**config.mk**
```make
export PLATFORM = sky130hd
export DESIGN_NAME = active_devil_burst
export DESIGN_NICKNAME = d
export VERILOG_FILES = /design/src/rtl/active_devil_burst.sv
export SDC_FILE = /design/constraint.sdc
export NUM_CORES = 1
export LEC_CHECK = 0
export BUFFER_PORTS_ARGS = -buffer_cell sky130_fd_sc_hd__clkbuf_2
export CORE_AREA = 2 2 776 778
export DETAILED_ROUTE_END_ITERATION = 16
export DIE_AREA = 0 0 778 780
export HOLD_SLACK_MARGIN = 0.03
export SETUP_SLACK_MARGIN = 0.15
export SLEW_MARGIN = 25
export SYNTH_ARGS = -nofsm -noshare
export SYNTH_HDL_FRONTEND = slang
export SYNTH_SLANG_ARGS = --single-unit
```
**constraint.sdc**
```tcl
create_clock -name ace_aclk -period 3.4 [get_ports ace_aclk]
set_input_delay 0.68 -clock ace_aclk [delete_from_list [all_inputs] [get_ports ace_aclk]]
set_output_delay 0.68 -clock ace_aclk [all_outputs]
set_load 0.005 [all_outputs]
```
**src/rtl/active_devil_burst.sv**
```systemverilog
// active_devil_burst
//   Active-path engine that runs ACE read, write or read-modify-write bursts
//   over a run of consecutive cache lines starting at a line-aligned base.
//   Each line is one AR/R (and/or AW/W/B) burst of C_LINE_BEATS beats. The
//   engine acknowledges each line with RACK or WACK. A bad response stops the
//   run at the end of the current line.
//
//   Optional feature macro: ACTIVE_DEVIL_RMW_EN
//     defined   : mode 2 reads a line, XORs it with i_tamper_mask and writes it back
//     undefined : mode 2 is illegal (o_err, straight to DONE, no bus traffic)
//
//   Ports
//     ace_aclk, ace_aresetn       clock, async active-low reset
//     i_start/i_mode/i_base_addr  command (sampled in IDLE only)
//     i_num_lines/i_wr_line       line count, write line data
//     i_tamper_mask               RMW XOR mask
//     o_busy/o_done/o_err         state!=IDLE, completion pulse, sticky error
//     o_line_idx/o_line_data      current line index, last line read
//     AR/R/AW/W/B channels        ACE master handshakes, o_rack/o_wack pulses
module active_devil_burst #(
    parameter int C_ACE_DATA_WIDTH = 128,
    parameter int C_ACE_ADDR_WIDTH = 44,
    parameter int C_LINE_BEATS     = 4,
    parameter int C_CNT_WIDTH      = 8
) (
    input  logic                                     ace_aclk,
    input  logic                                     ace_aresetn,
    input  logic                                     i_start,
    input  logic [1:0]                               i_mode,
    input  logic [C_ACE_ADDR_WIDTH-1:0]              i_base_addr,
    input  logic [C_CNT_WIDTH-1:0]                   i_num_lines,
    input  logic [C_ACE_DATA_WIDTH*C_LINE_BEATS-1:0] i_wr_line,
    input  logic [C_ACE_DATA_WIDTH*C_LINE_BEATS-1:0] i_tamper_mask,
    output logic                                     o_busy,
    output logic                                     o_done,
    output logic                                     o_err,
    output logic [C_CNT_WIDTH-1:0]                   o_line_idx,
    output logic [C_ACE_DATA_WIDTH*C_LINE_BEATS-1:0] o_line_data,
    output logic [C_ACE_ADDR_WIDTH-1:0]              o_araddr,
    output logic [7:0]                               o_arlen,
    output logic                                     o_arvalid,
    input  logic                                     i_arready,
    input  logic                                     i_rvalid,
    input  logic [C_ACE_DATA_WIDTH-1:0]              i_rdata,
    input  logic                                     i_rlast,
    input  logic [3:0]                               i_rresp,
    output logic                                     o_rready,
    output logic                                     o_rack,
    output logic [C_ACE_ADDR_WIDTH-1:0]              o_awaddr,
    output logic [7:0]                               o_awlen,
    output logic                                     o_awvalid,
    input  logic                                     i_awready,
    output logic [C_ACE_DATA_WIDTH-1:0]              o_wdata,
    output logic                                     o_wvalid,
    output logic                                     o_wlast,
    input  logic                                     i_wready,
    input  logic                                     i_bvalid,
    input  logic [1:0]                               i_bresp,
    output logic                                     o_bready,
    output logic                                     o_wack
);
    localparam int LINE_BYTES = C_LINE_BEATS * C_ACE_DATA_WIDTH / 8;
    localparam int OFF_W      = $clog2(LINE_BYTES);
    localparam int BIDX_W     = $clog2(C_LINE_BEATS);
    // one extra bit so the beat counter can saturate at C_LINE_BEATS
    localparam int BW         = BIDX_W + 1;
    localparam logic [BW-1:0] NBEATS    = BW'(C_LINE_BEATS);
    localparam logic [BW-1:0] LAST_BEAT = BW'(C_LINE_BEATS - 1);

    localparam logic [1:0] MODE_RD  = 2'd0;
    localparam logic [1:0] MODE_WR  = 2'd1;
    localparam logic [1:0] MODE_RMW = 2'd2;

    typedef enum logic [3:0] {
        S_IDLE, S_AR, S_R, S_RACK, S_AW, S_W, S_B, S_WACK, S_NEXT, S_DONE
    } state_t;

    typedef logic [C_LINE_BEATS-1:0][C_ACE_DATA_WIDTH-1:0] line_t;

    state_t                      state_q, state_n;
    logic [1:0]                  mode_q;
    logic [C_ACE_ADDR_WIDTH-1:0] base_q;
    logic [C_CNT_WIDTH-1:0]      lines_q, idx_q, idx_nxt;
    logic [BW-1:0]               beat_q;
    logic                        err_q;
    line_t                       line_q, src_line;
    logic [C_ACE_ADDR_WIDTH-1:0] line_addr;
    logic                        mode_ok;

`ifdef ACTIVE_DEVIL_RMW_EN
    assign mode_ok  = (i_mode != 2'd3);
    assign src_line = (mode_q == MODE_RMW) ? (line_q ^ line_t'(i_tamper_mask)) : line_t'(i_wr_line);
    logic unused_in;
    assign unused_in = ^{i_base_addr[OFF_W-1:0], i_rresp[3:2], i_rresp[0]};
`else
    assign mode_ok  = (i_mode == MODE_RD) || (i_mode == MODE_WR);
    assign src_line = line_t'(i_wr_line);
    logic unused_in;
    assign unused_in = ^{i_tamper_mask, i_base_addr[OFF_W-1:0], i_rresp[3:2], i_rresp[0]};
`endif

    // address arithmetic wraps silently at 2^C_ACE_ADDR_WIDTH
    assign line_addr = base_q + (C_ACE_ADDR_WIDTH'(idx_q) << OFF_W);
    assign idx_nxt   = idx_q + C_CNT_WIDTH'(1);

    assign o_busy      = (state_q != S_IDLE);
    assign o_err       = err_q;
    assign o_line_idx  = idx_q;
    assign o_line_data = line_q;
    assign o_araddr    = line_addr;
    assign o_awaddr    = line_addr;
    assign o_arlen     = 8'(C_LINE_BEATS - 1);
    assign o_awlen     = 8'(C_LINE_BEATS - 1);

    always_comb begin
        state_n   = state_q;
        o_arvalid = 1'b0;
        o_rready  = 1'b0;
        o_rack    = 1'b0;
        o_awvalid = 1'b0;
        o_wvalid  = 1'b0;
        o_wlast   = 1'b0;
        o_wdata   = '0;
        o_bready  = 1'b0;
        o_wack    = 1'b0;
        o_done    = 1'b0;
        case (state_q)
            S_IDLE: if (i_start) begin
                if (i_num_lines == '0 || !mode_ok) state_n = S_DONE;
                else if (i_mode == MODE_WR)        state_n = S_AW;
                else                               state_n = S_AR;
            end
            S_AR: begin
                o_arvalid = 1'b1;
                if (i_arready) state_n = S_R;
            end
            S_R: begin
                o_rready = 1'b1;
                if (i_rvalid && i_rlast) state_n = S_RACK;
            end
            S_RACK: begin
                o_rack  = 1'b1;
                state_n = (mode_q == MODE_RMW) ? S_AW : S_NEXT;
            end
            S_AW: begin
                o_awvalid = 1'b1;
                if (i_awready) state_n = S_W;
            end
            S_W: begin
                o_wvalid = 1'b1;
                o_wdata  = src_line[beat_q[BIDX_W-1:0]];
                o_wlast  = (beat_q == LAST_BEAT);
                if (i_wready && o_wlast) state_n = S_B;
            end
            S_B: begin
                o_bready = 1'b1;
                if (i_bvalid) state_n = S_WACK;
            end
            S_WACK: begin
                o_wack  = 1'b1;
                state_n = S_NEXT;
            end
            S_NEXT: begin
                if (err_q || idx_nxt == lines_q) state_n = S_DONE;
                else if (mode_q == MODE_WR)      state_n = S_AW;
                else                             state_n = S_AR;
            end
            S_DONE: begin
                o_done  = 1'b1;
                state_n = S_IDLE;
            end
            default: state_n = S_IDLE;
        endcase
    end

    always_ff @(posedge ace_aclk or negedge ace_aresetn) begin
        if (!ace_aresetn) begin
            state_q <= S_IDLE;
            mode_q  <= '0;
            base_q  <= '0;
            lines_q <= '0;
            idx_q   <= '0;
            beat_q  <= '0;
            err_q   <= 1'b0;
            line_q  <= '0;
        end else begin
            state_q <= state_n;
            case (state_q)
                S_IDLE: if (i_start) begin
                    err_q   <= !mode_ok;
                    mode_q  <= i_mode;
                    base_q  <= {i_base_addr[C_ACE_ADDR_WIDTH-1:OFF_W], OFF_W'(0)};
                    lines_q <= i_num_lines;
                    idx_q   <= '0;
                    beat_q  <= '0;
                end
                S_R: if (i_rvalid) begin
                    // beats beyond the line are dropped; counter saturates
                    if (beat_q < NBEATS) begin
                        line_q[beat_q[BIDX_W-1:0]] <= i_rdata;
                        beat_q <= beat_q + BW'(1);
                    end
                    if (i_rresp[1] || (i_rlast && beat_q != LAST_BEAT)) err_q <= 1'b1;
                    if (i_rlast) beat_q <= '0;
                end
                S_W: if (i_wready) beat_q <= (beat_q == LAST_BEAT) ? '0 : beat_q + BW'(1);
                S_B: if (i_bvalid && i_bresp != 2'b00) err_q <= 1'b1;
                S_NEXT: idx_q <= idx_nxt;
                default: ;
            endcase
        end
    end
endmodule

```
==> results of run 1 <==
metal layers:
metal  track usage [%]  share of wire [%]
met5                 0              0.065
met4              3.48                4.7
met3              6.60                 16
met2              12.8                 38
met1              11.3                 42
sequential cells by signal, summed over array words and instances, names as in the netlist:
signal       flops
o_err            1
mode_q           2
base_q          38
o_line_data    512
state_q          4
beat_q           3
lines_q          8
o_line_idx       8
kinds of logic after synthesis:
group	synth area share (%)
and+or+nand+nor	5.38
AOI/OAI and AO/OA	1.19
DFF	52.5
buffers and inverters	4.77
other	0.0274
adders and majority gates	0.757
muxes	33.7
xor gates and xnor gates	1.65
path summary, 6_finish.rpt:
check,start,to,depth (start not counted)
setup / recovery,base_q[6],o_araddr[40],11
hold / removal,i_base_addr[15],base_q[15],2
setup reg to reg,beat_q[0],o_line_data[232],11
hold reg to reg,o_line_data[190],o_line_data[190],1
max in group asynchronous,ace_aresetn,o_line_data[162],3
min in group asynchronous,ace_aresetn,o_line_data[8],2
worst reg2reg max path: stages (launching register included):
cell and delay (ns):
dfrtp_4 0.50, buf_16 0.17, buf_6 0.14, buf_12 0.12, buf_12 0.14, clkbuf_16 0.17
buf_4 0.13, buf_4 0.17, ha_1 0.24, nand2_4 0.36, buf_12 0.46, mux2_1 0.44
power groups by stage:
stage | Sequential, mW | Combinational [mW] | Clock (mW)
2_1_floorplan | 9.89 | 5.32 | 0
3_3_place_gp | 10.0 | 14.9 | 0
3_5_place_dp | 10.1 | 14.8 | 0
4_1_cts | 10.0 | 17.5 | 8.45
5_1_grt | 10.3 | 18.8 | 8.65
6_report | 10.0 | 17.4 | 8.10
synthesized netlist by cell type, types with 4 or more instances:
library cell / instances
buf_4: 88
clkbuf_1: 35
nand4_1: 6
xnor2_1: 34
mux2_1: 512
mux2i_1: 5
inv_1: 16
a21oi_1: 13
mux4_2: 128
ha_1: 15
buf_1: 6
nand2b_1: 7
nor4_1: 6
dfrtp_1: 576
buf_2: 24
and2_1: 129
nand3_1: 13
nor2b_1: 4
a31oi_1: 5
mux2_2: 49
xor2_1: 15
o21ai_1: 6
buf_6: 28
nand2_1: 38
o21ai_0: 11
nor2_1: 24
and3_1: 7
nor3_1: 17
repair_timing:
action | 4_1_cts | 5_1_grt
hold endpoints to repair | 22 | 0
setup endpoints to repair | 200 | 199
pin swaps | 99 | 58
gates resized for setup | 294 | 146
hold buffers | 4 | 0
buffers inserted | 45 | 25
cloned | 16 | 1
final cells by class:
class                           count  area [µm²]  area share [%]
Inverter                           16        70.1           0.137
Tap cell                         8036       10100            19.6
Clock inverter                     22         304           0.593
Timing Repair Buffer             1622       11200            21.8
Sequential cell                   576       14400            28.1
Multi-Input combinational cell   1104       12900            25.1
Clock buffer                      103        2130            4.15
Antenna cell                       92         230           0.449
metrics by stage:
step	TNS (ns)	power, mW	std cells	util [%]	hold slack, ns
6_report	-8.03	35.6	11600	8.56	0.172
3_5_place_dp	0	25.0	11300	7.66	0.480
4_1_cts	-23.73	35.9	11500	8.40	0.0485
2_1_floorplan	0	15.2	1876	-	0.384
3_3_place_gp	0	24.9	11300	7.66	0.472
5_1_grt	-28.31	37.7	11500	8.53	0.111
==> impl_summary.md, run 1 <==
Status
The flow ran to the end, but the final reports show violations. The checks that failed: negative setup slack.

Timing
Derived from the worst setup path, the maximum achievable clock frequency is 268 MHz. The worst relative slew slack is 40.9%. Dividing the final minimum period by the clock period gives 110%. The setup slack after layout is -0.329 ns.

For the final database, setup skew stands at 0.126 ns. The final number of hold-violating endpoints is 0. The measured slew at the worst slew-check pin is 0.880 ns. Setup repair after global routing could not meet its margin everywhere. The setup violation total in the final timing report is 92. The max-slew violation count is 0.

For the finished layout, the period the worst path requires is 3.73 ns.

GRT
The first global-routing pass estimated 348000 µm of wire. For this run, the total global-route usage over all layers was measured as 9.39%. The via count of the first global-routing pass is 24000. The total grt overflow is 0. The initial antenna violation count came to 245.

Entering global routing, the biggest net connects 97 pins.

Cells and area
The fill cell instance count of the final layout is 69400. The most common library cell in the layout ignoring fill and taps is clkbuf_2. The relative area change from synthesis to final layout is 86.9%.

The fraction of layout cells with a size suffix above 1 is 62.1%. In the final design database the tool counted 4630 nets. In the layout the commonest cells are clkbuf_2, dfrtp_1, mux2_1. The final instance area is 51300 µm².

Power and ir drop
The internal power of the cells totals 22.0 mW. The sequential fraction of design power is 28.2%. Per report_power, the clock group accounts for 22.8% of the total. The net switching power is 13.6 mW.

The maximum resistive drop on vdd is 614 µV. Combinational logic is responsible for 49.0% of the overall power. The switching fraction of total power is 38.3%. For this design the static power due to leakage is 22.7 nW. The power density over the cells is 693 nW/µm².

Logic synthesis
The sequential cell area fraction in the yosys report is 52.5%. The cell area that synthesis handed to floorplanning was 27400 µm². By area the synthesized netlist is led by dfrtp_1, mux2_1, mux4_2, and2_1, buf_4. The share of synthesized registers carrying an async set or reset is 100%. For this run, the leading register cell type out of synthesis is dfrtp_1.

The number of warnings reported in the yosys synthesis log is 0. In this run, synthesis produced a sequential element count of 576. The mean instance size in the synthesized netlist is 14.8 µm². Summed over its instances, the top area cell type makes up 52.5% of the synthesized netlist area. The number of enable flip-flop cells after synthesis is 0. The count of cell types in the netlist is 51.

Summed over all instances, the cell type with the most area after synthesis is dfrtp_1. The post-synthesis instance total is 1850.

Floorplanning
The width of the chip is 778 µm. For this configuration, the core starts out at a cell density of 4.58%. The floorplan step defined a die boundary enclosing 607000 µm². The floorplan has 285 rows. The I/O pin total is 1984. The die outline height is 780 µm. The standard cell core area is 599000 µm².

Placed design
The congestion estimate from routability-driven global placement came to 0.975. The port buffer count is 1434. The post-DP HPWL is 267000 µm. Once placement finished, the instance area stood at 45900 µm². The worst-case setup slack after placement is 0.113 ns.

Worst setup path
Grouping stages by cell kind, the critical path spends the most delay in adder cells. The number of buffers and inverters on the critical path is 3. The setup path with the least slack is of type reg2out. The worst endpoint data arrival time is 3.05 ns. For this run, the slowest stage of the critical path takes 0.41 ns. At the worst endpoint, the required time is 2.72 ns.

Traced cell by cell, the critical path runs through ha_4, inv_2, fa_2, nor2b_1, o21a_1, o21ai_2, buf_4, a21o_4, nor4_4, xor2_1, buf_2. On the critical path, the stage with the largest delay is an instance of dfrtp_1. The sort of element at the start of the critical path is a register. Of all nets on the critical path, the largest fanout is 4. For flop-to-flop paths, the worst setup slack is 0.28 ns. STA classifies the critical path endpoint as a primary output.

Clock network
TritonCTS built the clock tree. After clock tree synthesis, the clock-pin slew on the worst setup and hold paths is 0.06 ns. The longest clock path from root to sink contains 4 buffers.

Clock latency on the worst-skew pair, taken at its later pin, is 0.82 ns. The number of buffers added by the clock tree synthesis step is 73. The root buffer selected by CTS is clkbuf_16. The number of levels the H-tree was split into is 3.

For this design, the sink count on the clock tree is 576.

Drt
The routed wire length per instance is 25.7 µm. The final route contains 24300 vias. The aggregate routed wire length is 297000 µm.

The post-detailed-route count of antenna-violating nets is 0. In the routed design, unresolved DRC markers number 0. The ratio of routed vias to standard cells is 2.10. The number of DRC markers in iteration 0 is 1116. The number of detailed-route iterations in the first pass is 5.

Worst hold path
The worst hold path class is in2reg.

Job
The tool flagged a number of max-cap violations equal to 0.
(Power assumes the default switching activity.)
==> run 2, diff against run 1 <==
--- a/config.mk
+++ b/config.mk
@@ -7,6 +7,7 @@
 export LEC_CHECK = 0
 export BUFFER_PORTS_ARGS = -buffer_cell sky130_fd_sc_hd__clkbuf_2
 export CORE_AREA = 2 2 776 778
+export CTS_CLUSTER_SIZE = 8
 export DETAILED_ROUTE_END_ITERATION = 16
 export DIE_AREA = 0 0 778 780
 export HOLD_SLACK_MARGIN = 0.03
==> constraint.sdc (replaced) <==
create_clock -name ace_aclk -period 3.4 [get_ports ace_aclk]
set_input_delay 0.68 -clock ace_aclk [delete_from_list [all_inputs] [get_ports ace_aclk]]
set_output_delay 0.68 -clock ace_aclk [all_outputs]
set_load 0.01 [all_outputs]
==> run 2 against run 1 <==
Net effect:
- the run still ends with negative setup slack left
- sequential power about the same
- wire length barely moved
- maximum frequency down 0.26%
- combinational power is 4% higher
- largest power group unchanged
- die area unchanged
- critical endpoint is now o_araddr[20]
==> impl_summary.md, run 2 (synthesis gave the netlist of run 1 again) <==
Status
Result of the run: finished, violations left (unchanged). Failing checks: negative setup slack (unchanged).

Timing
The max-slew violation count is 0 (unchanged). The final number of hold-violating endpoints is 0 (unchanged). The setup slack after layout is -0.339 ns (was -0.329 ns). The measured slew at the worst slew-check pin is 1.00 ns (was 0.880 ns).

The final worst hold slack is 0.158 ns (was 0.172 ns). The share of the cycle needed by the critical path after routing is 110% (about the same). The worst relative slew slack is 33.3% (was 40.9%). The setup violation total in the final timing report is 65 (was 92). Unrepaired setup endpoints after global routing: true (unchanged). The upper clock frequency limit is 267 MHz (was 268 MHz). The worst setup skew after layout was 0.134 ns (was 0.126 ns). The time the final worst path needs with I/O delays and setup is 3.74 ns (was 3.73 ns).

GRT
The overall fraction of global-route tracks in use came to 9.36% (was 9.39%). The via count of the first global-routing pass is 23900 (was 24000). The first-pass GRT wire length came to 347000 µm (was 348000 µm). The initial antenna violation count came to 250 (was 245). The maximum number of pins on one net before global-route repair was 74 (was 97).

The total grt overflow is 0 (unchanged).

Cells and area
The flip-flop count of the largest register after layout is 512 (unchanged). The final cell count without fillers is 11600 (about the same). The number of nets in the finished design is 4640 (was 4630).

Top library cells by usage in the layout, fill and taps aside: clkbuf_2, dfrtp_1, mux2_1 (unchanged). The final core area utilization is 8.52% (was 8.56%). The final instance area was 51100 µm² (was 51300 µm²). The relative area change from synthesis to final layout is 86.2% (was 86.9%). The most common library cell in the layout ignoring fill and taps is clkbuf_2 (unchanged).

The fraction of layout cells with a size suffix above 1 is 61.1% (was 62.1%).

Drt
The post-route DRC violation count came to 0 (unchanged). The aggregate routed wire length is 297000 µm (about the same). The ratio of routed vias to standard cells was 2.11 (was 2.10).

The number of detailed-route iterations in the first pass is 5 (unchanged). The number of DRC markers in iteration 0 is 1211 (was 1116). The routed wire length per instance is 25.7 µm (about the same). The post-detailed-route count of antenna-violating nets is 0 (unchanged). The total via count after detailed routing was 24400 (was 24300).

Clock network
The maximum buffer depth of the clock tree is 4 (unchanged). The number of sinks on the clock net came to 576 (unchanged). The clock tree from TritonCTS is done (unchanged). The number of levels the H-tree was split into came to 3 (unchanged). The clock input transition at the sequential cells of the worst setup and hold paths is 0.05 ns (was 0.06 ns).

The root buffer selected by CTS is clkbuf_16 (unchanged). The number of buffers added by the clock tree synthesis step is 88 (was 73). The clock network latency to the later pin of the worst-skew pair is 0.84 ns (was 0.82 ns).

Worst hold path
The worst hold path class is in2reg (unchanged).

Worst setup path
The stage delay of the slowest cell on the critical path is 0.41 ns (about the same). The dominant delay contributor by cell family on the critical path is buffers and inverters (was adder cells). The origin of the worst setup path is base_q[6] (unchanged).

The source of the worst register-to-register timing path is state_q[0] (was beat_q[0]). The kind of critical path is reg2out (unchanged). Cell-by-cell listing of the critical path: ha_4, inv_2, fa_2, nor2b_1, o21a_1, o21ai_4, buf_6, a21oi_4, buf_6, nand4_1, xnor2_2, clkbuf_8 (was ha_4, inv_2, fa_2, nor2b_1, o21a_1, o21ai_2, buf_4, a21o_4, nor4_4, xor2_1, buf_2). The number of buffers and inverters on the critical path is 4 (was 3). The path depth of the worst reg2reg path is 6 (was 11). The most repeated library cell on the critical path is buf_6.

The sort of element at the start of the critical path was a register (unchanged). The required time of the critical path is 2.72 ns (about the same). The capturing point of the worst reg2reg path is o_line_data[475] (was o_line_data[232]). The number of cells on the critical path is 12 (was 11). The destination of the critical timing path is o_araddr[20] (was o_araddr[40]). The largest fanout on the critical path came to 5 (was 4).

The worst endpoint data arrival time was 3.06 ns (was 3.05 ns). The cell with the largest stage delay on the worst path is dfrtp_1 (unchanged). The endpoint class of the critical path was a primary output (unchanged). The reg2reg setup slack came to 0.46 ns (was 0.28 ns).

Power and ir drop
The reported leakage power is 22.5 nW (was 22.7 nW). The power density over the cells came to 705 nW/µm² (was 693 nW/µm²). The maximum resistive drop on vdd is 517 µV (was 614 µV).

Floorplanning
The starting utilization of the core area is 4.58% (unchanged). The floorplan die area is 607000 µm² (unchanged). The total number of placement rows is 285 (unchanged). The standard cell core area is 599000 µm² (unchanged). The width of the chip is 778 µm (unchanged).

The I/O pin total is 1984 (unchanged). The die outline height is 780 µm (unchanged).

Placed design
The number of cells in the design after placement is 11300 (about the same). The placer's final routability congestion estimate came to 0.996 (was 0.975). The port buffer count is 1434 (unchanged). The placed cell area is 46000 µm² (was 45900 µm²). The post-DP HPWL is 266000 µm (was 267000 µm).

Job
The number of max-cap violations is 0 (unchanged).
-- run 2: cell types whose count changed in the layout (fill, tap and decap cells not counted), moves of 10 or more --
cell       previous run  this run
clkbuf_2           1298      1274
and2_1                1        20
and2_4              128       109
diode_2              92       108
clkbuf_16            80        94
buf_2                27        38
clkbuf_8             17         6
dfrtp_1             561       571
dfrtp_2              13         3
-- run 2: per-stage QoR --
stage | power, mW | setup WS (ns) | TNS, ns
5_1_grt | 38.2 | -0.475 | -24.06
3_3_place_gp | 25.9 | 0.125 | 0
3_5_place_dp | 26.0 | 0.142 | 0
6_report | 36.0 | -0.339 | -9.89
4_1_cts | 36.5 | -0.440 | -20.82
2_1_floorplan | 16.2 | 0.218 | 0
-- run 2: timing repair --
item                                    4_1_cts  5_1_grt
pin swaps                                   116       36
endpoints found under the hold margin        34        0
hold buffers                                  3        0
setup buffers                                36       17
cloned                                       15        2
endpoints found under the setup margin      202      184
gates resized for setup                     295      136
-- run 2: cell type report --
class	instances	area (µm²)
repair buffers	1616	11100
repair inverters	1	11.3
diodes	108	270
well taps	8036	10100
multi-input cells	1104	12800
clock buffers	95	2250
clock inverters	7	66.3
inverters	16	76.3
flip-flops and latches	576	14400
fillers	69400	548000
-- run 2: layer usage --
layer | wire length, µm | vias up | track usage (%)
met2 | 111000 | 1899 | 12.7
met3 | 48300 | 527 | 6.75
li1 | - | 9809 | -
met4 | 13700 | 28 | 3.46
met5 | 187 | - | 0
met1 | 124000 | 12100 | 11.3
-- run 2: how the worst min path moves through the flow --
stage	start	endpoint	slack [ns]	cells past startpoint
finish	i_rdata[73]	o_line_data[329]	0.16	2
floorplan	ace_aresetn	base_q[10]	0.38	0
detailed placement	o_line_data[436]	o_line_data[436]	0.48	1
global placement	o_line_data[329]	o_line_data[329]	0.47	1
global route	i_rdata[73]	o_line_data[201]	0.07	2
CTS	i_rdata[19]	o_line_data[19]	0.03	2
-- run 2: where the power goes --
group	internal (mW)	switching, mW
clock	4.59	3.31
sequential	8.73	1.30
combinational	8.26	9.82
total	21.6	14.4
